**src/rtl/instr_fetch_unit.sv**
```systemverilog
// Fetch stage: walks a PC through a synchronous instruction memory, buffers
// returned words in a 2-entry FIFO and splits them into fields. ICOUNT_EN adds FetchCount.
module instr_fetch_unit #(
  parameter int                ADDR_W    = 8,
  parameter int                INSTR_W   = 17,
  parameter logic [ADDR_W-1:0] LAST_ADDR = 8'hFF
) (
  input  logic               clk,
  input  logic               rst,
  input  logic               Start,
  input  logic               Stop,
  output logic [ADDR_W-1:0]  IMemAddr,
  output logic               IMemRe,
  input  logic [INSTR_W-1:0] IMemData,
  output logic               InstrValid,
  input  logic               InstrReady,
  output logic [INSTR_W-1:0] Instr,
  output logic [1:0]         OpCode,
  output logic [4:0]         RA1,
  output logic [4:0]         RA2,
  output logic [4:0]         WA,
  output logic [ADDR_W-1:0]  PCOut,
  output logic               Busy,
  output logic               Done
`ifdef ICOUNT_EN
  , output logic [15:0]      FetchCount
`endif
);

  typedef enum logic [1:0] {
    S_IDLE  = 2'd0,
    S_RUN   = 2'd1,
    S_DRAIN = 2'd2,
    S_DONE  = 2'd3
  } state_t;

  state_t              state_q, state_d;
  logic [ADDR_W-1:0]   pc_q, pc_d;
  logic                inflight_q, inflight_d;
  logic [ADDR_W-1:0]   inflight_addr_q, inflight_addr_d;
  logic                last_issued_q, last_issued_d;
  logic [1:0]          count_q, count_d;
  logic                wr_ptr_q, wr_ptr_d;
  logic                rd_ptr_q, rd_ptr_d;
  logic [INSTR_W-1:0]  buf_data_q [2];
  logic [ADDR_W-1:0]   buf_addr_q [2];

  logic                start_ok;
  logic                push;
  logic                pop;
  logic                issue;
  logic [1:0]          occ_after_pop;
  logic [1:0]          credit_used;
  logic                head_valid;

  assign head_valid = (count_q != 2'd0);
  assign start_ok   = Start && ((state_q == S_IDLE) || (state_q == S_DONE));
  assign push       = inflight_q;
  assign pop        = head_valid && InstrReady;

  // Credit looks at occupancy after this cycle's pop so a streaming consumer
  // sees one word per cycle; buffered + in-flight never exceeds two.
  assign occ_after_pop = count_q - {1'b0, pop};
  assign credit_used   = occ_after_pop + {1'b0, inflight_q};
  assign issue = (state_q == S_RUN) && !Stop && !last_issued_q && (credit_used < 2'd2);

  always_comb begin
    state_d         = state_q;
    pc_d            = pc_q;
    inflight_d      = 1'b0;
    inflight_addr_d = inflight_addr_q;
    last_issued_d   = last_issued_q;
    count_d         = count_q;
    wr_ptr_d        = wr_ptr_q;
    rd_ptr_d        = rd_ptr_q;

    case (state_q)
      S_IDLE, S_DONE: begin
        if (start_ok) begin
          state_d       = S_RUN;
          pc_d          = '0;
          last_issued_d = 1'b0;
        end
      end
      S_RUN: begin
        if (Stop || last_issued_q) begin
          state_d = S_DRAIN;
        end
      end
      S_DRAIN: begin
        if (!inflight_q && (count_q == 2'd0)) begin
          state_d = S_DONE;
        end
      end
      default: state_d = S_IDLE;
    endcase

    if (issue) begin
      inflight_d      = 1'b1;
      inflight_addr_d = pc_q;
      // The PC parks on the final address instead of wrapping.
      if (pc_q == LAST_ADDR) begin
        last_issued_d = 1'b1;
      end else begin
        pc_d = pc_q + ADDR_W'(1);
      end
    end

    if (push) begin
      wr_ptr_d = ~wr_ptr_q;
    end
    if (pop) begin
      rd_ptr_d = ~rd_ptr_q;
    end
    case ({push, pop})
      2'b10:   count_d = count_q + 2'd1;
      2'b01:   count_d = count_q - 2'd1;
      default: count_d = count_q;
    endcase
  end

  always_ff @(posedge clk) begin
    if (rst) begin
      state_q         <= S_IDLE;
      pc_q            <= '0;
      inflight_q      <= 1'b0;
      inflight_addr_q <= '0;
      last_issued_q   <= 1'b0;
      count_q         <= 2'd0;
      wr_ptr_q        <= 1'b0;
      rd_ptr_q        <= 1'b0;
    end else begin
      state_q         <= state_d;
      pc_q            <= pc_d;
      inflight_q      <= inflight_d;
      inflight_addr_q <= inflight_addr_d;
      last_issued_q   <= last_issued_d;
      count_q         <= count_d;
      wr_ptr_q        <= wr_ptr_d;
      rd_ptr_q        <= rd_ptr_d;
    end
  end

  // Storage needs no reset: outputs are masked whenever the buffer is empty.
  always_ff @(posedge clk) begin
    if (!rst && push) begin
      buf_data_q[wr_ptr_q] <= IMemData;
      buf_addr_q[wr_ptr_q] <= inflight_addr_q;
    end
  end

`ifdef ICOUNT_EN
  logic [15:0] fetch_cnt_q;

  always_ff @(posedge clk) begin
    if (rst || start_ok) begin
      fetch_cnt_q <= 16'd0;
    end else if (pop && (fetch_cnt_q != 16'hFFFF)) begin
      fetch_cnt_q <= fetch_cnt_q + 16'd1;
    end
  end

  assign FetchCount = fetch_cnt_q;
`endif

  assign IMemRe     = issue;
  assign IMemAddr   = pc_q;
  assign InstrValid = head_valid;
  assign Instr      = head_valid ? buf_data_q[rd_ptr_q] : '0;
  assign PCOut      = head_valid ? buf_addr_q[rd_ptr_q] : '0;
  assign OpCode     = Instr[16:15];
  assign RA1        = Instr[14:10];
  assign RA2        = Instr[9:5];
  assign WA         = Instr[4:0];
  assign Busy       = (state_q == S_RUN) || (state_q == S_DRAIN);
  assign Done       = (state_q == S_DONE);

endmodule
```
**config.mk**
```make
export PLATFORM = sky130hd
export DESIGN_NAME = instr_fetch_unit
export DESIGN_NICKNAME = d
export VERILOG_FILES = /design/src/rtl/instr_fetch_unit.sv
export SDC_FILE = /design/constraint.sdc
export NUM_CORES = 1
export LEC_CHECK = 0
export CORE_MARGIN = 4
export CORE_UTILIZATION = 50
export CTS_BUF_LIST = sky130_fd_sc_hd__clkbuf_8
export DETAILED_ROUTE_END_ITERATION = 7
export GPL_ROUTABILITY_DRIVEN = 0
export PLACE_DENSITY = 0.8
export SKIP_CTS_REPAIR_TIMING = 1
export SLEW_MARGIN = 5
export SYNTH_ARGS = -nofsm -noshare
export SYNTH_HDL_FRONTEND = slang
export SYNTH_SLANG_ARGS = --single-unit
```
**constraint.sdc**
```tcl
create_clock -name clk -period 4.5 [get_ports clk]
set_clock_uncertainty 0.15 [all_clocks]
set_input_delay 0.9 -clock clk [delete_from_list [all_inputs] [get_ports clk]]
set_output_delay 0.9 -clock clk [all_outputs]
set_load 0.02 [all_outputs]
```
==> results.yml <==
worst_setup_path:
  path_delay_family: "buffers and inverters"
  slowest_stage: "clkdlybuf4s50_1"
  startpoint_type: "primary input"
  cp.arrival_ns: 3.02
  path_depth: 6
  critPathCaptureType: "primary output"
  path_cells: "clkdlybuf4s50_1 -> nor2b_4 -> mux2i_2 -> o21ai_4 -> inv_2 -> clkdlybuf4s50_1"
  crit_buf_inv: 3
  path_class: "primary input to primary output"
  slowest_delay_ns: 0.66
  reg2reg_depth: 6
  r2r-start: "count_q[0]"
  path_max_fanout: 19
  critPathRequiredTime_ns: 3.45
  r2r-end: "IMemAddr[7]"
  endpoint: "IMemRe"
  regToRegSetupSlack_ns: 2.47
  cp_common_cell: "clkdlybuf4s50_1"
  startpoint: "InstrReady"
sta:
  max_freq_ghz: 0.2457
  whs_ns: 0.3024
  fin_ws_ns: 0.4307
  period_minus_slack_ns: 4.069
  setup_viol: 0
  maxSlewHeadroom: 0.5183
  hold_viol: 0
  tns_ns: 0
  fin_crit_sh: 0.9043
  rsz0062_at_grt: "no"
  final_max_slew_viol_count: 0
  tightestPinTransition_ns: 0.7216
placed_design:
  dpl.hpwl_um: 4217
  io_buffer_count: 75
  dp.cells: 396
  pre_cts_ws_ns: 0.4281
  placed_area_um2: 3938
drt:
  via_per_inst: 5.199
  wire_per_inst_um: 14.59
  drc_errors: 0
  first_pass_iters: 4
  wl_um: 6010
  via_count: 2142
  final_antenna_net_count: 0
  drt_iter0_markers: 96
die:
  ios: 76
  core_area_um2: 6314
  die_h_um: 88.54
  rows: 29
  die_x_um: 88.54
  die_area_um2: 7838
  start_util: 0.5137
power_and_ir_drop:
  seqPwrFrac: 0.515
  p_per_area_nw_per_um2: 371.4
  ir_drop_mv: 0.2785
  p_sw_uw: 425.1
  clockPowerShare: 0.276
  p_int_mw: 1.097
  cellLeakagePower_nw: 1.340
  totalPowerFinal_mw: 1.522
  p_comb_frac: 0.209
  swShare: 0.2794
synthesis:
  async_reset_ff_frac: 0
  synth_top_cell_area_share: 0.4630
  yosysSeqAreaShare: 0.6173
  synth_cells: 269
  synth_area_per_cell_um2: 12.06
  synth.top_cells.by_area: "edfxtp_1, dfxtp_1, mux2i_1"
  netlist_top_cells_count: "edfxtp_1, nor2_1, dfxtp_1, mux2i_1, nand2_1"
  synth-seq-cells: 75
  synth_ff_type: "edfxtp_1"
  ys.warnings.count: 0
  ys_types: 43
  synth_top_area_cell: "edfxtp_1"
  synth-edff-count: 50
  syn_area_um2: 3243
  synth_nets: 295
  synth_most_common_cell: "edfxtp_1"
clocking:
  htree_num_levels: 3
  cts_root_buffer: "clkbuf_8"
  clockBufferDepth: 2
  clkTransAtPathRegs_ns: 0.07
  cts_buffers: 9
  insertion_delay_ns: 0.33
  clock_sink_count: 75
  cts_tree: "done"
job:
  maxCapViolCount: 0
grt:
  antenna_found_initial: 0
  grt_max_degree: 26
  globalRouteTotalUtil: 0.1656
  grt_pass1_wl_um: 9777
  grt_pass1_vias: 2061
  grt_remaining_overflow: 0
cells_and_area:
  nNetsFinal: 356
  final_util: 0.6490
  fin_cells: 412
  design_area_um2: 4098
  drive_gt1_frac: 0.09552
  diodes: 0
  syn_to_final_growth_pct: 26.35
run_status:
  outcome: "finished clean"
hold_path:
  hold_path.class: "register to register"
==> worst min path at each step <==
stage	from	end	slack [ns]	cells past startpoint
finish	inflight_addr_q[5]	buf_addr_q[1][5]	0.30	0
global route	inflight_addr_q[1]	buf_addr_q[0][1]	0.33	0
floorplan	inflight_addr_q[0]	buf_addr_q[0][0]	0.28	0
detailed placement	inflight_addr_q[0]	buf_addr_q[1][0]	0.29	0
global placement	inflight_addr_q[7]	buf_addr_q[0][7]	0.28	0
CTS	inflight_addr_q[0]	buf_addr_q[0][0]	0.31	0
==> state kept, by name, indices dropped and copies added, names as in the netlist, named ones only <==
name             flops
buf_data_q          34
IMemAddr             8
count_q              2
rd_ptr_q             1
last_issued_q        1
inflight_q           1
wr_ptr_q             1
state_q              2
buf_addr_q          16
inflight_addr_q      8
==> kinds of logic after synthesis <==
kind of cell	share of synthesized area
fa+ha+maj	0.01543
simple gates	0.1316
xor+xnor	0.01080
mux	0.08603
compound gates	0.07099
buf+inv	0.06790
flops	0.6173
==> cell type report <==
class | count | area (µm²)
flip-flops and latches | 75 | 2002
repair buffers | 80 | 788.3
clock buffers | 9 | 123.9
clock inverters | 7 | 36.28
well taps | 77 | 96.34
fillers | 488 | 2216
inverters | 6 | 22.52
multi-input cells | 158 | 1028
==> power groups by stage <==
stage / combinational, mW / sequential [mW] / clock, mW
global route: 0.348 / 0.788 / 0.469
CTS: 0.321 / 0.785 / 0.431
detailed placement: 0.319 / 0.800 / 0
global placement: 0.314 / 0.798 / 0
finish: 0.318 / 0.784 / 0.420
floorplan: 0.222 / 0.792 / 0
==> per-layer routing <==
metal	track usage	wire (µm)	share of wire
met5	0	0	0
met4	0.06593	54	0.0090
met3	0.04097	333	0.055
met2	0.2672	2948	0.49
met1	0.2158	2673	0.44
==> placed cells by master (no fill, tap or decap), types with 3 or more instances in the layout <==
master,instances
clkdlybuf4s50_1,75
edfxtp_1,50
nor2_1,34
dfxtp_1,25
mux2i_1,25
nand2_1,23
a21oi_1,14
clkbuf_8,9
inv_1,6
nand3_1,6
o211ai_1,5
clkinv_2,5
buf_4,5
or3_1,4
ha_1,4
nand2b_1,3
and3_1,3
nand4_1,3
o21ai_0,3
No activity file was read; power rests on OpenSTA's default activity.
